`config.mk`:
```
export PLATFORM = sky130hd
export DESIGN_NAME = hazard_controller
export DESIGN_NICKNAME = d
export VERILOG_FILES = /design/src/rtl/pipe_ctrl_pkg.sv /design/src/rtl/hazard_detect.sv /design/src/rtl/hazard_controller.sv
export SDC_FILE = /design/constraint.sdc
export NUM_CORES = 1
export LEC_CHECK = 0
export CAP_MARGIN = 20
export CORE_UTILIZATION = 37
export CTS_CLUSTER_DIAMETER = 200
export DETAILED_ROUTE_END_ITERATION = 10
export GPL_ROUTABILITY_DRIVEN = 0
export GPL_TIMING_DRIVEN = 0
export PLACE_DENSITY = 0.78
export SYNTH_ARGS = -nofsm -noshare
export SYNTH_HDL_FRONTEND = slang
export SYNTH_HIERARCHICAL = 1
export SYNTH_SLANG_ARGS = --single-unit
```
`constraint.sdc`:
```
create_clock -name clk -period 2.3 [get_ports clk]
set_clock_uncertainty 0.2 [all_clocks]
set_input_delay 0.46 -clock clk [delete_from_list [all_inputs] [get_ports clk]]
set_output_delay 0.46 -clock clk [all_outputs]
set_load 0.01 [all_outputs]
```
`src/rtl/pipe_ctrl_pkg.sv`:
```
// rtl/pipe_ctrl_pkg.sv - shared state, forwarding-select types and constants for pipeline control
package pipe_ctrl_pkg;

  typedef enum logic [1:0] {
    RUN      = 2'd0,
    MEM_WAIT = 2'd1,
    LOAD_USE = 2'd2
  } ctrl_state_t;

  typedef enum logic [1:0] {
    FWD_RF  = 2'd0,
    FWD_ALU = 2'd1,
    FWD_LD  = 2'd2
  } fwd_sel_t;

  localparam logic [31:0] NOP_INSN = 32'h0000_0013;

  function automatic fwd_sel_t fwd_pick(input logic hit, input fwd_sel_t src);
    return hit ? src : FWD_RF;
  endfunction

endpackage

```
`src/rtl/hazard_detect.sv`:
```
// rtl/hazard_detect.sv - combinational MEM-WB destination vs DE-EX source register compare
module hazard_detect
  import pipe_ctrl_pkg::*;
(
  input  logic       rf_wr_mem,
  input  logic [4:0] rd_mem,
  input  logic [4:0] rs1_de,
  input  logic [4:0] rs2_de,
  input  logic       rs1_used,
  input  logic       rs2_used,
  output logic       hazard1,
  output logic       hazard2
);

  logic rd_live;

  // x0 is hardwired to zero, so a write to it never produces a dependency
  assign rd_live = rf_wr_mem && (rd_mem != 5'd0);
  assign hazard1 = rd_live && rs1_used && (rs1_de == rd_mem);
  assign hazard2 = rd_live && rs2_used && (rs2_de == rd_mem);

endmodule

```
`src/rtl/hazard_controller.sv`:
```
// rtl/hazard_controller.sv - stall/flush/forward sequencing for IF | DE-EX | MEM-WB; HAZARD_PERF_EN adds perf counters
module hazard_controller
  import pipe_ctrl_pkg::*;
#(
  parameter int MEM_TIMEOUT = 16
)
(
  input  logic        clk,
  input  logic        rst_n,
  input  logic        br_taken,
  input  logic        trap,
  input  logic        dmem_req,
  input  logic        dmem_ack,
  input  logic        mem_is_load,
  input  logic        rf_wr_mem,
  input  logic [4:0]  rd_mem,
  input  logic [4:0]  rs1_de,
  input  logic [4:0]  rs2_de,
  input  logic        rs1_used,
  input  logic        rs2_used,
  output logic        stall_if,
  output logic        stall_de,
  output logic        stall_mem,
  output logic        flush_de,
  output logic        flush_mem,
  output logic        ld_capture,
  output logic [1:0]  fwd_sel1,
  output logic [1:0]  fwd_sel2,
  output logic        mem_fault,
  output logic        busy
`ifdef HAZARD_PERF_EN
  ,
  output logic [31:0] perf_stall_cyc,
  output logic [31:0] perf_flush_cnt,
  output logic [15:0] perf_fault_cnt
`endif
);

  localparam int TCNT_W = $clog2(MEM_TIMEOUT + 1);

  ctrl_state_t       state, state_nxt;
  logic [TCNT_W-1:0] tcnt, tcnt_nxt;
  logic              lu1, lu2, lu1_nxt, lu2_nxt;
  logic              hazard1, hazard2, ld_hazard;

  hazard_detect u_detect (
    .rf_wr_mem (rf_wr_mem),
    .rd_mem    (rd_mem),
    .rs1_de    (rs1_de),
    .rs2_de    (rs2_de),
    .rs1_used  (rs1_used),
    .rs2_used  (rs2_used),
    .hazard1   (hazard1),
    .hazard2   (hazard2)
  );

  assign ld_hazard = mem_is_load && (hazard1 || hazard2);

  always_ff @(posedge clk or negedge rst_n) begin
    if (!rst_n) begin
      state <= RUN;
      tcnt  <= '0;
      lu1   <= 1'b0;
      lu2   <= 1'b0;
    end else begin
      state <= state_nxt;
      tcnt  <= tcnt_nxt;
      lu1   <= lu1_nxt;
      lu2   <= lu2_nxt;
    end
  end

  always_comb begin
    state_nxt  = state;
    tcnt_nxt   = tcnt;
    lu1_nxt    = lu1;
    lu2_nxt    = lu2;
    stall_if   = 1'b0;
    stall_de   = 1'b0;
    stall_mem  = 1'b0;
    flush_de   = 1'b0;
    flush_mem  = 1'b0;
    ld_capture = 1'b0;
    fwd_sel1   = FWD_RF;
    fwd_sel2   = FWD_RF;
    mem_fault  = 1'b0;
    busy       = (state != RUN);

    case (state)
      RUN: begin
        tcnt_nxt = '0;
        if (trap) begin
          flush_de  = 1'b1;
          flush_mem = 1'b1;
        end else if (dmem_req && !dmem_ack) begin
          stall_if  = 1'b1;
          stall_de  = 1'b1;
          stall_mem = 1'b1;
          state_nxt = MEM_WAIT;
          tcnt_nxt  = TCNT_W'(1);
        end else if (dmem_req && ld_hazard) begin
          ld_capture = 1'b1;
          stall_if   = 1'b1;
          stall_de   = 1'b1;
          flush_mem  = 1'b1;
          state_nxt  = LOAD_USE;
          lu1_nxt    = hazard1;
          lu2_nxt    = hazard2;
        end else begin
          // forwarding stays independent of br_taken so branch resolution cannot loop through it
          flush_de   = br_taken;
          fwd_sel1   = fwd_pick(hazard1 && !mem_is_load, FWD_ALU);
          fwd_sel2   = fwd_pick(hazard2 && !mem_is_load, FWD_ALU);
          ld_capture = dmem_ack && mem_is_load;
        end
      end

      MEM_WAIT: begin
        stall_if  = 1'b1;
        stall_de  = 1'b1;
        stall_mem = 1'b1;
        tcnt_nxt  = tcnt + TCNT_W'(1);
        if (trap) begin
          stall_if  = 1'b0;
          stall_de  = 1'b0;
          stall_mem = 1'b0;
          flush_de  = 1'b1;
          flush_mem = 1'b1;
          state_nxt = RUN;
          tcnt_nxt  = '0;
        end else if (dmem_ack) begin
          tcnt_nxt   = '0;
          ld_capture = mem_is_load;
          stall_mem  = 1'b0;
          if (ld_hazard) begin
            flush_mem = 1'b1;
            state_nxt = LOAD_USE;
            lu1_nxt   = hazard1;
            lu2_nxt   = hazard2;
          end else begin
            stall_if  = 1'b0;
            stall_de  = 1'b0;
            state_nxt = RUN;
          end
        end else if (tcnt == TCNT_W'(MEM_TIMEOUT)) begin
          mem_fault = 1'b1;
          flush_mem = 1'b1;
          state_nxt = RUN;
          tcnt_nxt  = '0;
        end
      end

      LOAD_USE: begin
        fwd_sel1  = fwd_pick(lu1, FWD_LD);
        fwd_sel2  = fwd_pick(lu2, FWD_LD);
        flush_de  = br_taken || trap;
        flush_mem = trap;
        state_nxt = RUN;
        lu1_nxt   = 1'b0;
        lu2_nxt   = 1'b0;
      end

      default: begin
        state_nxt = RUN;
        tcnt_nxt  = '0;
      end
    endcase

    // outputs must clear the moment reset asserts, even while inputs still request a stall
    if (!rst_n) begin
      stall_if   = 1'b0;
      stall_de   = 1'b0;
      stall_mem  = 1'b0;
      flush_de   = 1'b0;
      flush_mem  = 1'b0;
      ld_capture = 1'b0;
      fwd_sel1   = FWD_RF;
      fwd_sel2   = FWD_RF;
      mem_fault  = 1'b0;
      busy       = 1'b0;
    end
  end

`ifdef HAZARD_PERF_EN
  always_ff @(posedge clk or negedge rst_n) begin
    if (!rst_n) begin
      perf_stall_cyc <= '0;
      perf_flush_cnt <= '0;
      perf_fault_cnt <= '0;
    end else begin
      if (stall_if && (perf_stall_cyc != '1)) perf_stall_cyc <= perf_stall_cyc + 32'd1;
      if (flush_de && (perf_flush_cnt != '1)) perf_flush_cnt <= perf_flush_cnt + 32'd1;
      if (mem_fault && (perf_fault_cnt != '1)) perf_fault_cnt <= perf_fault_cnt + 16'd1;
    end
  end
`endif

endmodule

```
==> metrics, run 1 <==
layout cell share with drive strength beyond 1=36.6%; startpoint types=input pin; Clock Pin Slew Worst Setup and Hold Paths=60 ps; maximum VDD drop=0.000312 V; ys async rst share=100%; sequential cell area fraction in the yosys report=26.8%; critical path required time=1640 ps; PnR Total Power=424 uW; Post-DRT Antenna Nets=0; Bufs on Longest Clock Path=2; Register Area=225 um^2; number of global-route vias before repair=984; Detailed Place HPWL=1.65 mm; Filler cells=171; CP Class=input pin to output port; Area Overhead vs Synth=67.7%; Num Clock Sinks=9; Slew @ Worst Pin=429 ps; drt first pass iters=4; worst-path fanout max=3; core area=2040 um^2; CP endpoint kind=output port; worst min-delay path category=input pin to flop; drt initial violations=15; clock root buffer=clkbuf_4; chip width=49.7 um; Synth top area share=26.8%; Max-slew headroom=71.3%; Finished Layout Cells=172; number of max-cap violations=0; mean post-synth cell area=8.94 um^2; Post-Syn Nets=121; DR DRC count=0; Antenna Cells=0; initial antenna violation count=0; status=finished, violations left; CTS buffer count=3; WP data arrival=2100 ps; DRT Wirelength=2.49 mm; Synth Warn #=6; synth cell count leaders=xnor2_1, dfrtp_1, nand2_1; most common cell in the netlist=xnor2_1; die area=2470 um^2; WHS=326 ps; RSZ-0062 raised after global routing=true; Final period util=120%; Max stage delay on crit path=540 ps; Yosys reg bits=9; area occupied by multi-input gates=636 um^2; final hold violations=0; final setup fails=6; post-synth top area cell=dfrtp_1; synthesized area=841 um^2; Initial Util=41.2%; placed cells=155; global-route wire length before repair=4.31 mm; maximum clock rate=362 MHz; CP cell instances=buf_8 -> or4_4 -> o21ai_4 -> nor3_4 -> o211ai_1 -> nor3b_1 -> o211a_1 -> buf_2; Cell Pwr Density=301 nW/um^2; Die Height=49.7 um; Top FF cell, synth=dfrtp_1; Via density=5.24; Tmin final=2760 ps; Slew Viols, Final=0; Post-synth EDFFs=0; post-synth cell types=43; Worst Setup Slack, final=-459 ps; Post-Synthesis Cells=94; Final Net Count=173; mean routed wirelength per cell=14.5 um; GRT Total Usage=22.5%; largest net degree at the start of global routing=11; Leak=0.000660 uW; GRT Residual Overflow=0; IO Port Bufs=34; Top-Level Pins=37; # H-tree levels=1; slowest CP cell=or4_4; Skew-Pair Late Insertion Delay=270 ps; DR vias=901; failing checks=setup timing; top cells by area, synth=dfrtp_1, xnor2_1, o211a_1; row count=16; CTS tree=built
## path summary, 6_finish.rpt
| kind | from | end | cells after the start | slack [ps] |
|---|---|---|---|---|
| worst max-delay path | rd_mem[2] | flush_mem | 8 | -460 |
| worst min-delay path | trap | state[1] | 2 | 330 |
| worst max register to register | state[1] | tcnt[0] | 5 | 840 |
| worst min register to register | lu1 | lu1 | 2 | 330 |
| max in group asynchronous | rst_n | state[1] | 2 | 890 |
| min in group asynchronous | rst_n | tcnt[3] | 2 | 710 |
## worst max-delay path, delay by kind of cell
kind            cells  cell delay (ps)
buf+inv             2              220
compound gates      3              710
simple gates        3              710
## kinds of logic after synthesis
kind of cell    Yosys count  share of synthesized area (%)
compound gates           19                           17.1
mux                       2                           2.38
fa+ha+maj                 2                           2.98
buf+inv                  11                           8.48
simple gates             39                           29.8
xor+xnor                 12                           12.5
flops                     9                           26.8
## area by class of cell
cell class	instances	area share, %
multi-input cells	74	45.1
flip-flops and latches	9	16.0
well taps	27	2.40
repair buffers	48	29.6
clock buffers	4	1.86
plain buffers	5	3.73
inverters	5	1.33
## state kept, by name, summed over array words and instances, names as in the netlist
name / count
lu2: 1
tcnt: 5
lu1: 1
state: 2
## where the power goes
part | internal [uW] | switching [uW] | total, uW
Combinational | 73.1 | 63.2 | 136
Clock | 67.1 | 59.4 | 127
Sequential | 160 | 1.17 | 162
Total | 301 | 124 | 424
## timing repair
item,in CTS,in global routing
endpoints found under the setup margin,15,8
resized for setup,77,12
hold endpoints to repair,9,0
pin swaps,21,13
setup buffers,11,2
hold buffers,1,0
## layout by cell type, fill, tap and decap left out, drive strengths merged, types with 4 or more instances in the layout
cell	Yosys	layout
a21oi	4	4
buf	5	28
clkbuf	1	5
clkdlybuf4s50	0	6
dfrtp	9	9
dlygate4sd2	0	13
inv	5	5
nand2	9	9
nor2	4	4
o21ai	4	4
xnor2	10	10
## metrics by stage
step                      TNS, ps  util (%)  area (um^2)  worst slack [ps]
final                       -1850      69.1         1410              -459
after detailed placement   -10370      60.7         1240             -1320
after CTS                   -1880      66.0         1350              -499
after global routing        -2170      69.1         1410              -530
after global placement     -10110      60.7         1240             -1290
after floorplan              -271         -          866              -213
## per-layer routing
metal	up-vias	wire, um	track usage [%]
li1	444	-	-
met1	416	1030	25.0
met2	41	1300	41.9
met3	0	154	5.56
met4	0	0	5.71
met5	-	0	0
Power figures use the tool's default switching activity.
==> run 2: changes to the inputs <==
--- a/config.mk
+++ b/config.mk
@@ -5,7 +5,6 @@
 export SDC_FILE = /design/constraint.sdc
 export NUM_CORES = 1
 export LEC_CHECK = 0
-export CAP_MARGIN = 20
 export CORE_UTILIZATION = 37
 export CTS_CLUSTER_DIAMETER = 200
 export DETAILED_ROUTE_END_ITERATION = 10
==> results of run 2 <==
Same layout as run 1: the final DEF is identical, and so are final timing and power.
